$ cat src/rtl/bus_arbiter_rr_pkg.sv
// Shared types and constants for the four-master round-robin bus arbiter.
// Active-low strobes use ENABLE_/DISABLE_; active-high flags use ENABLE/DISABLE.
package bus_arbiter_rr_pkg;

  localparam logic ENABLE_  = 1'b0;
  localparam logic DISABLE_ = 1'b1;
  localparam logic ENABLE   = 1'b1;
  localparam logic DISABLE  = 1'b0;

  localparam int NUM_MASTERS = 4;
  localparam int BUS_OWNER_W = 2;

  typedef logic [BUS_OWNER_W-1:0] bus_owner_t;

  localparam bus_owner_t BUS_OWNER_M0 = 2'd0;
  localparam bus_owner_t BUS_OWNER_M1 = 2'd1;
  localparam bus_owner_t BUS_OWNER_M2 = 2'd2;
  localparam bus_owner_t BUS_OWNER_M3 = 2'd3;

  // One-hot-low grant vector for a given owner.
  function automatic logic [NUM_MASTERS-1:0] grant_decode(input bus_owner_t owner);
    logic [NUM_MASTERS-1:0] grnt_n;
    grnt_n = {NUM_MASTERS{DISABLE_}};
    grnt_n[owner] = ENABLE_;
    return grnt_n;
  endfunction

endpackage

$ cat src/rtl/bus_arbiter_rr_pick.sv
// Combinational rotate-scan: finds the first requester after the current owner,
// looking at owner+1, owner+2, owner+3 (mod 4). The owner itself is never picked.
module bus_arb_rr_pick
  import bus_arbiter_rr_pkg::*;
(
  input  logic [1:0] owner,
  input  logic [3:0] req_n,
  output logic [1:0] next_owner,
  output logic       found
);

  logic [1:0] cand [1:3];

  genvar gi;
  generate
    for (gi = 1; gi < NUM_MASTERS; gi++) begin : g_cand
      assign cand[gi] = owner + 2'(gi);
    end
  endgenerate

  // Scan from the farthest candidate down so the nearest requester overrides.
  always_comb begin
    next_owner = owner;
    found      = 1'b0;
    for (int k = NUM_MASTERS - 1; k >= 1; k--) begin
      if (req_n[cand[k]] == ENABLE_) begin
        next_owner = cand[k];
        found      = 1'b1;
      end
    end
  end

endmodule

$ cat src/rtl/bus_arbiter_rr.sv
// Round-robin arbiter for four bus masters with a hold limit that preempts a
// long-running owner, but only between transfers.
module bus_arbiter_rr
  import bus_arbiter_rr_pkg::*;
#(
  parameter int MAX_HOLD = 16,
  parameter int CNT_W    = 5
) (
  input  logic       clk,
  input  logic       reset,
  input  logic       m0_req_n,
  input  logic       m1_req_n,
  input  logic       m2_req_n,
  input  logic       m3_req_n,
  output logic       m0_grnt_n,
  output logic       m1_grnt_n,
  output logic       m2_grnt_n,
  output logic       m3_grnt_n,
  input  logic       m_as_n,
  input  logic       m_rdy_n,
  output logic [1:0] bus_owner
);

  localparam logic [CNT_W-1:0] HOLD_LIMIT = CNT_W'(MAX_HOLD);

  logic [3:0]       req_n;
  logic [1:0]       owner_q, owner_d;
  logic [CNT_W-1:0] hold_cnt_q, hold_cnt_d;
  logic             in_flight_q, in_flight_d;

  logic [1:0] pick_owner;
  logic       pick_found;
  logic       owner_req;
  logic       handoff;
  logic       preempt;
  logic [3:0] grnt_n;

  assign req_n = {m3_req_n, m2_req_n, m1_req_n, m0_req_n};

  bus_arb_rr_pick u_pick (
    .owner      (owner_q),
    .req_n      (req_n),
    .next_owner (pick_owner),
    .found      (pick_found)
  );

  always_comb begin
    owner_d     = owner_q;
    hold_cnt_d  = hold_cnt_q;
    in_flight_d = in_flight_q;
    owner_req   = (req_n[owner_q] == ENABLE_);
    handoff     = !owner_req && pick_found;
    preempt     = owner_req && (hold_cnt_q == HOLD_LIMIT) && pick_found
                  && (m_as_n == DISABLE_);

    // A wait-stated transfer pins ownership until the slave answers.
    if (!in_flight_q && (handoff || preempt)) begin
      owner_d = pick_owner;
    end

    if ((owner_d != owner_q) || !owner_req) begin
      hold_cnt_d = '0;
    end else if (hold_cnt_q < HOLD_LIMIT) begin
      hold_cnt_d = hold_cnt_q + 1'b1;
    end

    if (m_rdy_n == ENABLE_) begin
      in_flight_d = DISABLE;
    end else if (m_as_n == ENABLE_) begin
      in_flight_d = ENABLE;
    end
  end

  always_ff @(posedge clk) begin
    if (reset) begin
      owner_q     <= BUS_OWNER_M0;
      hold_cnt_q  <= '0;
      in_flight_q <= DISABLE;
    end else begin
      owner_q     <= owner_d;
      hold_cnt_q  <= hold_cnt_d;
      in_flight_q <= in_flight_d;
    end
  end

  assign grnt_n    = grant_decode(owner_q);
  assign m0_grnt_n = grnt_n[0];
  assign m1_grnt_n = grnt_n[1];
  assign m2_grnt_n = grnt_n[2];
  assign m3_grnt_n = grnt_n[3];
  assign bus_owner = owner_q;

endmodule
$ cat config.mk
export PLATFORM = sky130hd
export DESIGN_NAME = bus_arbiter_rr
export DESIGN_NICKNAME = d
export VERILOG_FILES = /design/src/rtl/bus_arbiter_rr_pkg.sv /design/src/rtl/bus_arbiter_rr_pick.sv /design/src/rtl/bus_arbiter_rr.sv
export SDC_FILE = /design/constraint.sdc
export NUM_CORES = 1
export LEC_CHECK = 0
export BUFFER_PORTS_ARGS = -buffer_cell sky130_fd_sc_hd__buf_4
export CORE_AREA = 2 2 39 41
export CTS_BUF_LIST = sky130_fd_sc_hd__clkbuf_2
export CTS_CLUSTER_DIAMETER = 60
export CTS_CLUSTER_SIZE = 24
export DETAILED_ROUTE_END_ITERATION = 7
export DIE_AREA = 0 0 41 43
export PLACE_DENSITY = 0.73
export SLEW_MARGIN = 20
export SYNTH_ARGS = -nofsm -noshare
export SYNTH_HDL_FRONTEND = slang
export SYNTH_SLANG_ARGS = --single-unit
$ cat constraint.sdc
create_clock -name clk -period 2.65 [get_ports clk]
set_clock_uncertainty 0.15 [all_clocks]
set_input_delay 0.265 -clock clk [delete_from_list [all_inputs] [get_ports clk]]
set_output_delay 0.265 -clock clk [all_outputs]
set_load 0.01 [all_outputs]
Word level (Yosys, flattened, before mapping)
Index checks and enable logic that the tools add are counted.
- register bits after elaboration: 8
- input port bits: 8
- output and inout bits: 6
- logic and storage cells: 46
- add/sub/neg operators: 4
- order comparisons: 6
- equality and inequality tests: 2
- mux-type cells: 17
- bitwise gates (word level): 3
- reductions and logical operators: 11
- operators with widths (cell ; count):
    2-bit by 3-bit < comparator with 1-bit output, second input constant ; 4
    1-bit binary-select mux with 2-bit select ; 4
    1-bit 2-to-1 mux ; 8
    2-bit 2-to-1 mux ; 4
    1-bit logical AND ; 6
    5-bit by 1-bit adder with 5-bit output, second input constant ; 1
    5-bit == test, second input constant ; 1
    5-bit < comparator, second input constant ; 1
    2-bit adder, second input constant ; 2
    4-bit inverter ; 1
    2-bit OR reduction ; 2
    2-bit by 1-bit adder with 2-bit output, second input constant ; 1
    1-bit demux with 2-bit select ; 1
    2-bit by 1-bit >= comparator with 1-bit output, second input constant ; 1
    1-bit logical OR ; 2
    2-bit != test ; 1
    1-bit inverter ; 2
    1-bit zero test ; 1

Logic depth before layout (Yosys ltp)
Gate-level depths: netlist of the first run.
- depth in word-level cells: 14
- gate-level depth with buffers: 8
- depth with buffers taken out: 7

Cells and area by module
From an unflattened synthesis of the first run, not the netlist that was laid out.
- cell total of the unflattened synthesis: 72
- area total of the unflattened synthesis: 591.8 µm²
- by module, submodules not included (module ; times used ; cells each ; area each (µm²) ; sequential area each (µm²)):
    bus_arbiter_rr ; 1 ; 51 ; 469.2 ; 160.2
    bus_arb_rr_pick ; 1 ; 21 ; 122.6 ; 0.0

Worst setup path before layout of the first run
No wires, ideal clock.
- kind: flip-flop to flip-flop
- from: reg owner_q[0], in the netlist bus_owner[0]
- to: reg owner_q[0], in the netlist bus_owner[0]
- library setup time: 0.087 ns
- data arrival time: 1.728 ns
- required time: 2.413 ns
- path slack: 0.685 ns
- cell stages (with the launch flop): 8
- buffers on the path: 1
- period minus slack after synthesis: 1.965 ns
- path through: dfxtp_1 buf_2 inv_1 ha_1 o21ai_0 a2111oi_0 mux2i_1 o31ai_1
- longest elaborated chain between the ends: 11
- elaborated cells on any way between the ends: 25
- those cells by class: add/sub: 3; mux: 15; bitwise: 1; reduce/logical: 6
- RTL lines (item ; line ; source):
    from (decl) ; bus_arbiter_rr.sv:27 ; logic [1:0] owner_q, owner_d;
    from (signal assigned) ; bus_arbiter_rr.sv:80 ; owner_q <= owner_d;
    2-bit adder ; bus_arbiter_rr_pick.sv:17 ; assign cand[gi] = owner + 2'(gi);
    1-bit binary-select mux with 2-bit select ; bus_arbiter_rr_pick.sv:26 ; if (req_n[cand[k]] == ENABLE_) begin
    1-bit 2-to-1 mux (not written as such) ; bus_arbiter_rr_pick.sv:26 ;
    1-bit 2-to-1 mux (3 in a row) ; bus_arbiter_rr_pick.sv:26 ;
    1-bit logical AND ; bus_arbiter_rr.sv:53 ; preempt = owner_req && (hold_cnt_q == HOLD_LIMIT) && pick_found
    1-bit logical AND ; bus_arbiter_rr.sv:54 ; && (m_as_n == DISABLE_);
    1-bit logical OR ; bus_arbiter_rr.sv:57 ; if (!in_flight_q && (handoff || preempt)) begin
    1-bit logical AND ; bus_arbiter_rr.sv:57 ;
    2-bit 2-to-1 mux (*) ; bus_arbiter_rr.sv:57 ;
Every way passes the cells marked *; elsewhere a longest branch is shown, timed or not. The select of a mux whose other input is x is not followed.
A chain may end at the register's enable or synchronous reset.

Final worst setup path of the first run
Same ends and word-level chain as after synthesis.

==> impl_metrics.yaml, run 1 <==
clock_network:
  post-cts-setup-buffers: 0
  clkSlewWorstSetupHoldPaths_ps: 80
  cts_resized: 0
  cts.sinks: 8
  ctsHoldBuffers: 0
  clk_latency_ps: 230
  cts-root-buf: "clkbuf_2"
  clockBufferDepth: 2
  cts.htree.levels: 1
  cts-buffers-inserted: 3
  cts_tree: "yes"
setup_path:
  start_kind: "flop"
  crit_arrival_ps: 2240
  worstSetupPathType: "flop to flop"
  r2r-start: "bus_owner[0]"
  crit_required_ps: 2640
  crit_fanout: 14
  worst_setup_path_end_kind: "flop"
  critPathLaunch: "bus_owner[0]"
synth:
  syn_nets: 91
  synth-seq-cells: 8
  yosysSeqAreaShare_pct: 24.3
  syn_avg_cell_area_sq_um: 8.56
  syn_inst: 77
  synth.distinct_cells: 36
  synth_area_sq_um: 659
  ys_warn_count: 0
  synth_edf_count: 0
  synth_flop_cell: "dfxtp_1"
  async_flop_share_pct: 0
final_layout:
  layout-drive-gt1-share_pct: 23.1
  diodes: 0
  synthToLayoutAreaGrowth_pct: 17.6
  layout.nets: 107
  fillers: 146
  fin_cells: 107
  stdcell_area_sq_um: 776
  utilization_pct: 56.1
sta:
  relSlewSlack_pct: 66.2
  finalSetupTns_ps: 0
  period_minus_slack_ps: 2240
  slew_violations: 0
  max_freq_mhz: 446
  setup_violations: 0
  grt_setup_unrepaired: "false"
  worst_pin_slew_ps: 506
  fin_crit_sh_pct: 84.7
  final_hold_viol_count: 0
global_routing:
  gr-usage-all-layers_pct: 17.3
  gr-total-overflow: 0
  grt_start_max_net_pins: 15
  grt_pass1_wl_mm: 2.09
  grt_pass1_vias: 511
  globalRouteMet3Util_pct: 2.09
  grt_busiest_layer: "met2"
  grtUsageMet1_pct: 19.7
  antenna_found_initial: 0
  met2_usage_pct: 27.8
placement:
  dp.cells: 104
  io_buffer_count: 13
  place_hpwl_mm: 1.02
  routabilityCongestion: 0.805
  placed_area_sq_um: 761
die:
  start_util_pct: 47.6
  dieArea_sq_um: 1760
  die_w_microns: 41
  coreArea_sq_um: 1380
  die_h_microns: 43
  io_pins: 14
  rows: 14
run:
  maxCapViolCount: 0
worst_hold_path:
  hold_start: "reset"
  min_path_type: "input pin to flop"
run_status:
  status: "completed"
route:
  drc: 0
  drt_iter0_markers: 8
  viasPerCell: 5.51
  finalWirelength_mm: 1.32
  vias: 590
  avgRoutedWirePerCell_microns: 12.3
  ant_nets: 0
  first_pass_iters: 4
power_and_ir_drop:
  vdd_drop_max_v: 0.000517
  p_per_area_nw_per_um2: 814
  leakagePower_nw: 0.336
registers in the layout, indices dropped and copies added, names as in the netlist:
register and cells:
bus_owner 2, in_flight_q 1, hold_cnt_q 5
worst max-delay path: stages, from the launching register on:
cell,delay [ps]
dfxtp_1,640
inv_1,190
ha_1,410
o21ai_0,110
a2111oi_0,450
mux2i_1,140
o31ai_1,80
power by group:
group	total [mW]	internal (mW)	leakage, nW	switching [mW]
logic	0.358	0.187	0.258	0.170
registers	0.202	0.142	0.0653	0.0599
clock network	0.0718	0.0309	0.0125	0.0409
total	0.631	0.361	0.336	0.271
cells by family after synthesis:
| kind of cell | Yosys count | synth area share [%] |
|---|---|---|
| AOI/OAI and AO/OA | 16 | 16.7 |
| DFF | 8 | 24.3 |
| muxes | 6 | 11.2 |
| and+or+nand+nor | 27 | 24.9 |
| adders and majority gates | 6 | 11.4 |
| xor gates and xnor gates | 3 | 3.99 |
| buffers and inverters | 11 | 7.59 |
cell type report:
type	instances	area (sq um)	share of cell area [%]
Clock buffer	3	15.0	1.94
Inverter	9	33.8	4.35
Multi-Input combinational cell	58	449	57.9
Sequential cell	8	160	20.6
Tap cell	16	20.0	2.58
Timing Repair Buffer	13	97.6	12.6
cell usage after synthesis (2+ instances only):
cell	n	area, sq um
mux2i_1	4	40.0
a21oi_1	2	10.0
nor2_1	9	33.8
nand2_1	2	7.51
xor2_1	2	17.5
inv_1	9	33.8
o31ai_1	2	15.0
nor2b_1	3	18.8
dfxtp_1	8	160
o21ai_0	5	25.0
ha_1	6	75.1
cell usage in the layout (no fill, tap or decap), types with 2 or more instances in the layout:
cell,count
mux2i_1,4
xor2_1,2
buf_4,13
nor2_1,9
ha_1,6
nand2_1,2
inv_1,9
nor2b_1,3
o21ai_0,5
dfxtp_1,8
o31ai_1,2
clkbuf_2,3
a21oi_1,2
routing by layer:
metal	vias up	wire, microns	share of wire (%)
met1	277	569	43
li1	303	-	-
met3	2	25	1.9
met4	0	14	1.1
met2	8	705	54
met5	-	0	0
final timing paths:
check / end / slack [ps] / cells past startpoint
worst max register to register: bus_owner[0] / 410 / 6
worst min register to register: in_flight_q / 400 / 2
worst min-delay path: in_flight_q / 90 / 2
worst max-delay path: bus_owner[0] / 410 / 6
stage by stage:
step,worst slack (ps),power [mW],hold WS (ps)
CTS,419,0.638,77.6
global placement,572,0.556,336
floorplan,685,0.456,187
finish,405,0.631,91.2
global route,164,0.686,84.9
detailed placement,442,0.565,342
Power figures use the tool's default switching activity.
==> inputs of run 2 (changes only) <==
- clock period: 2.65 -> 2.3 ns (I/O delays scaled with it)
==> impl_metrics.yaml, run 2 (synthesis results as in run 1) <==
route:
  viasPerCell: 5.33
  vias: 576
  finalWirelength_mm: 1.35
  avgRoutedWirePerCell_microns: 12.5
  ant_nets: 0
  drc: 0
  first_pass_iters: 4
  drt_iter0_markers: 9
worst_hold_path:
  min_path_type: "input pin to flop"
final_layout:
  diodes: 0
  top_register: "hold_cnt_q"
  final_cell_mix: "buf_4 (14), inv_1 (9), nor2_1 (9)"
  layout-drive-gt1-share_pct: 25.0
  layout.nets: 108
  layout_commonest_cell: "buf_4"
  synthToLayoutAreaGrowth_pct: 19.0
  largest_reg_flops: 5
power_and_ir_drop:
  vdd_drop_max_v: 0.000547
  leakagePower_nw: 0.342
  p_per_area_nw_per_um2: 950
clock_network:
  cts_tree: "yes"
  cts-buffers-inserted: 3
  clockBufferDepth: 2
  ctsHoldBuffers: 0
  clkSlewWorstSetupHoldPaths_ps: 80
  cts.sinks: 8
  clk_latency_ps: 230
  cts.htree.levels: 1
  cts-root-buf: "clkbuf_2"
global_routing:
  gr-usage-all-layers_pct: 19.6
  antenna_found_initial: 0
  gr-total-overflow: 0
  grt_pass1_wl_mm: 2.28
  grt_start_max_net_pins: 14
  grt_pass1_vias: 535
sta:
  grt_setup_unrepaired: "false"
  period_minus_slack_ps: 2050
  finalSetupTns_ps: 0
  slew_violations: 0
  fin_ws_ps: 251
  relSlewSlack_pct: 74.7
  setup_violations: 0
  fin_crit_sh_pct: 89.1
  worst_pin_slew_ps: 369
  max_freq_mhz: 488
  final_hold_viol_count: 0
placement:
  dpl_worst_slack_ps: 205
  routabilityCongestion: 0.826
  io_buffer_count: 13
  place_hpwl_mm: 1.05
die:
  rows: 14
  dieArea_sq_um: 1760
  start_util_pct: 47.6
  die_h_microns: 43
  coreArea_sq_um: 1380
  die_w_microns: 41
  io_pins: 14
setup_path:
  crit_fanout: 9
  worst_setup_path_end_kind: "flop"
  slowest_stage: "dfxtp_1"
  start_kind: "flop"
  cp_cell_sequence: "inv_1, ha_1, o21ai_0, a2111oi_0, mux2i_1, o31ai_1"
  crit_required_ps: 2300
  worstSetupPathType: "flop to flop"
  max_stage_delay_ps: 510
  crit_arrival_ps: 2040
run_status:
  status: "completed"
run:
  maxCapViolCount: 0
-- run 2: changes by cell type in the layout (fill, tap and decap cells not counted), sizes merged --
cell,change
buf,+1
-- run 2: critical path: cells and delay by family, from the launching register on --
family | cells | cell delay (ps)
compound gates | 3 | 610
flops | 1 | 510
mux | 1 | 130
buf+inv | 1 | 170
fa+ha+maj | 1 | 400
-- run 2: timing repair --
action                                  CTS  global route
buffers inserted                          0             0
endpoints found under the setup margin    0             1
gates resized for setup                   0             1
endpoints found under the hold margin     0             0
-- run 2: stage by stage --
stage,utilization (%),instances,hold WS [ps],power [mW],cell area (sq um)
6_report,56.7,108,41.8,0.745,785
2_1_floorplan,-,77,152,0.526,659
5_1_grt,56.7,108,28.8,0.824,785
4_1_cts,56.6,108,32.5,0.753,783
3_5_place_dp,55.5,105,297,0.668,768
3_3_place_gp,55.5,105,291,0.652,768
-- run 2: area by class of cell --
type / instances / area [sq um]
Fill cell: 142 / 599
Multi-Input combinational cell: 58 / 449
Sequential cell: 8 / 161
Timing Repair Buffer: 14 / 105
Inverter: 9 / 33.8
Tap cell: 16 / 20.0
Clock buffer: 3 / 15.0
-- run 2: path summary, 6_finish.rpt --
| kind | slack, ps | cells after the start | start | endpoint |
|---|---|---|---|---|
| worst max-delay path | 250 | 6 | bus_owner[0] | bus_owner[0] |
| worst min register to register | 390 | 2 | in_flight_q | in_flight_q |
| worst min-delay path | 40 | 2 | reset | bus_owner[1] |
| worst max register to register | 250 | 6 | bus_owner[0] | bus_owner[0] |
-- run 2: routing by layer --
metal  vias to the layer above  track usage [%]  part of all wire [%]  routed length [microns]
li1                        301                -                     -                        -
met1                       263             20.9                    44                      600
met2                         8             32.2                    52                      697
met3                         4             4.71                   1.7                       23
met4                         0             12.0                   2.4                       32
met5                         -                0                     0                        0
-- run 2: power by group --
group | total (mW) | internal (mW) | leakage [nW] | switching [mW]
clock | 0.0833 | 0.0356 | 0.0125 | 0.0478
sequential | 0.221 | 0.166 | 0.0657 | 0.0554
combinational | 0.441 | 0.227 | 0.264 | 0.214
==> inputs of run 3 (changes only) <==
- REMOVE_ABC_BUFFERS: default -> 1
==> impl_metrics.yaml, run 3 (synthesis results as in run 1) <==
clock_network:
  cts-buffers-inserted: 3
  cts.htree.levels: 1
  ctsHoldBuffers: 0
  cts_tree: "yes"
  clockBufferDepth: 2
  post-cts-setup-buffers: 0
  clk_latency_ps: 230
  cts.sinks: 8
  cts_resized: 0
  cts-root-buf: "clkbuf_2"
  clkSlewWorstSetupHoldPaths_ps: 70
sta:
  holdWs_ps: 55.3
  finalSetupTns_ps: 0
  final_hold_viol_count: 0
  period_minus_slack_ps: 2030
  relSlewSlack_pct: 74.4
  fin_crit_sh_pct: 88.2
  fin_ws_ps: 271
  slew_violations: 0
  grt_setup_unrepaired: "false"
  worst_pin_slew_ps: 381
  max_freq_mhz: 493
  setup_violations: 0
global_routing:
  grt_pass1_vias: 496
  gr-total-overflow: 0
  antenna_found_initial: 0
  gr-usage-all-layers_pct: 18.5
  grt_start_max_net_pins: 12
  grt_pass1_wl_mm: 2.21
power_and_ir_drop:
  p_total_uw: 754
  p_per_area_nw_per_um2: 953
  leakagePower_nw: 0.347
  vdd_drop_max_v: 0.000558
worst_hold_path:
  whs_endpoint: "in_flight_q"
  holdPathStages: 2
  hold_start: "reset"
  min_path_type: "input pin to flop"
setup_path:
  crit_arrival_ps: 2020
  r2r_cells: 6
  cp_cell_sequence: "inv_1, ha_1, o21ai_0, a2111oi_0, mux2i_1, o31ai_1"
  crit_required_ps: 2290
  reg2reg_setup_slack_ps: 270
  slowest_stage: "dfxtp_1"
  start_kind: "flop"
  reg2reg_to: "bus_owner[0]"
  worst_setup_path_end_kind: "flop"
  worstSetupPathType: "flop to flop"
  crit_fanout: 11
  critPathLaunch: "bus_owner[1]"
  r2r-start: "bus_owner[1]"
  max_stage_delay_ps: 530
die:
  dieArea_sq_um: 1760
  rows: 14
  die_w_microns: 41
  coreArea_sq_um: 1380
  io_pins: 14
  start_util_pct: 47.6
  die_h_microns: 43
route:
  viasPerCell: 5.37
  avgRoutedWirePerCell_microns: 12.1
  drc: 0
  first_pass_iters: 4
  finalWirelength_mm: 1.31
  ant_nets: 0
  drt_iter0_markers: 7
  vias: 585
placement:
  routabilityCongestion: 0.960
  io_buffer_count: 13
  place_hpwl_mm: 1.00
  dpl_worst_slack_ps: 331
final_layout:
  utilization_pct: 57.1
  layout.nets: 109
  fillers: 145
  final_cell_mix: "buf_4 (15), inv_1 (9), nor2_1 (9)"
  layout_commonest_cell: "buf_4"
  largest_reg_flops: 5
  top_register: "hold_cnt_q"
  diodes: 0
  synthToLayoutAreaGrowth_pct: 19.9
  layout-drive-gt1-share_pct: 24.7
run:
  maxCapViolCount: 0
run_status:
  status: "completed"
run 3: worst max-delay path: cells and delay by family, from the launching register on:
kind | cells | cell delay [ps]
flip-flops | 1 | 530
buffers and inverters | 1 | 170
multiplexers | 1 | 130
adder cells (fa/ha/maj) | 1 | 400
AO/OA/AOI/OAI | 3 | 580
run 3: cell type report:
type	instances	area [sq um]	area share [%]
sequential	8	160	20.3
clock buffer	3	15.0	1.90
inverter	9	33.8	4.27
multi-input combinational	58	449	56.8
timing repair buffer	15	113	14.2
tap	16	20.0	2.53
run 3: worst max path at each step:
stage,end,cells after the start
final,bus_owner[0],6
after global routing,bus_owner[0],6
after CTS,bus_owner[0],6
after detailed placement,bus_owner[0],6
after global placement,bus_owner[0],6
after floorplan,bus_owner[0],6
run 3: power by group:
part	leakage, nW	internal, mW	switching (mW)	total (mW)
Combinational	0.269	0.236	0.225	0.460
Sequential	0.0653	0.164	0.0491	0.213
Clock	0.0125	0.0355	0.0447	0.0802
Total	0.347	0.435	0.318	0.754
run 3: per-stage QoR:
stage               instance area, sq um  std cells
detailed placement                   776        106
global route                         791        109
global placement                     776        106
CTS                                  791        109
finish                               791        109
floorplan                            643         75
run 3: routing by layer:
| metal | wire [microns] | GRT usage [%] |
|---|---|---|
| met5 | 0 | 0 |
| met4 | 0 | 6.00 |
| met2 | 601 | 25.9 |
| met3 | 70 | 6.28 |
| met1 | 642 | 25.8 |
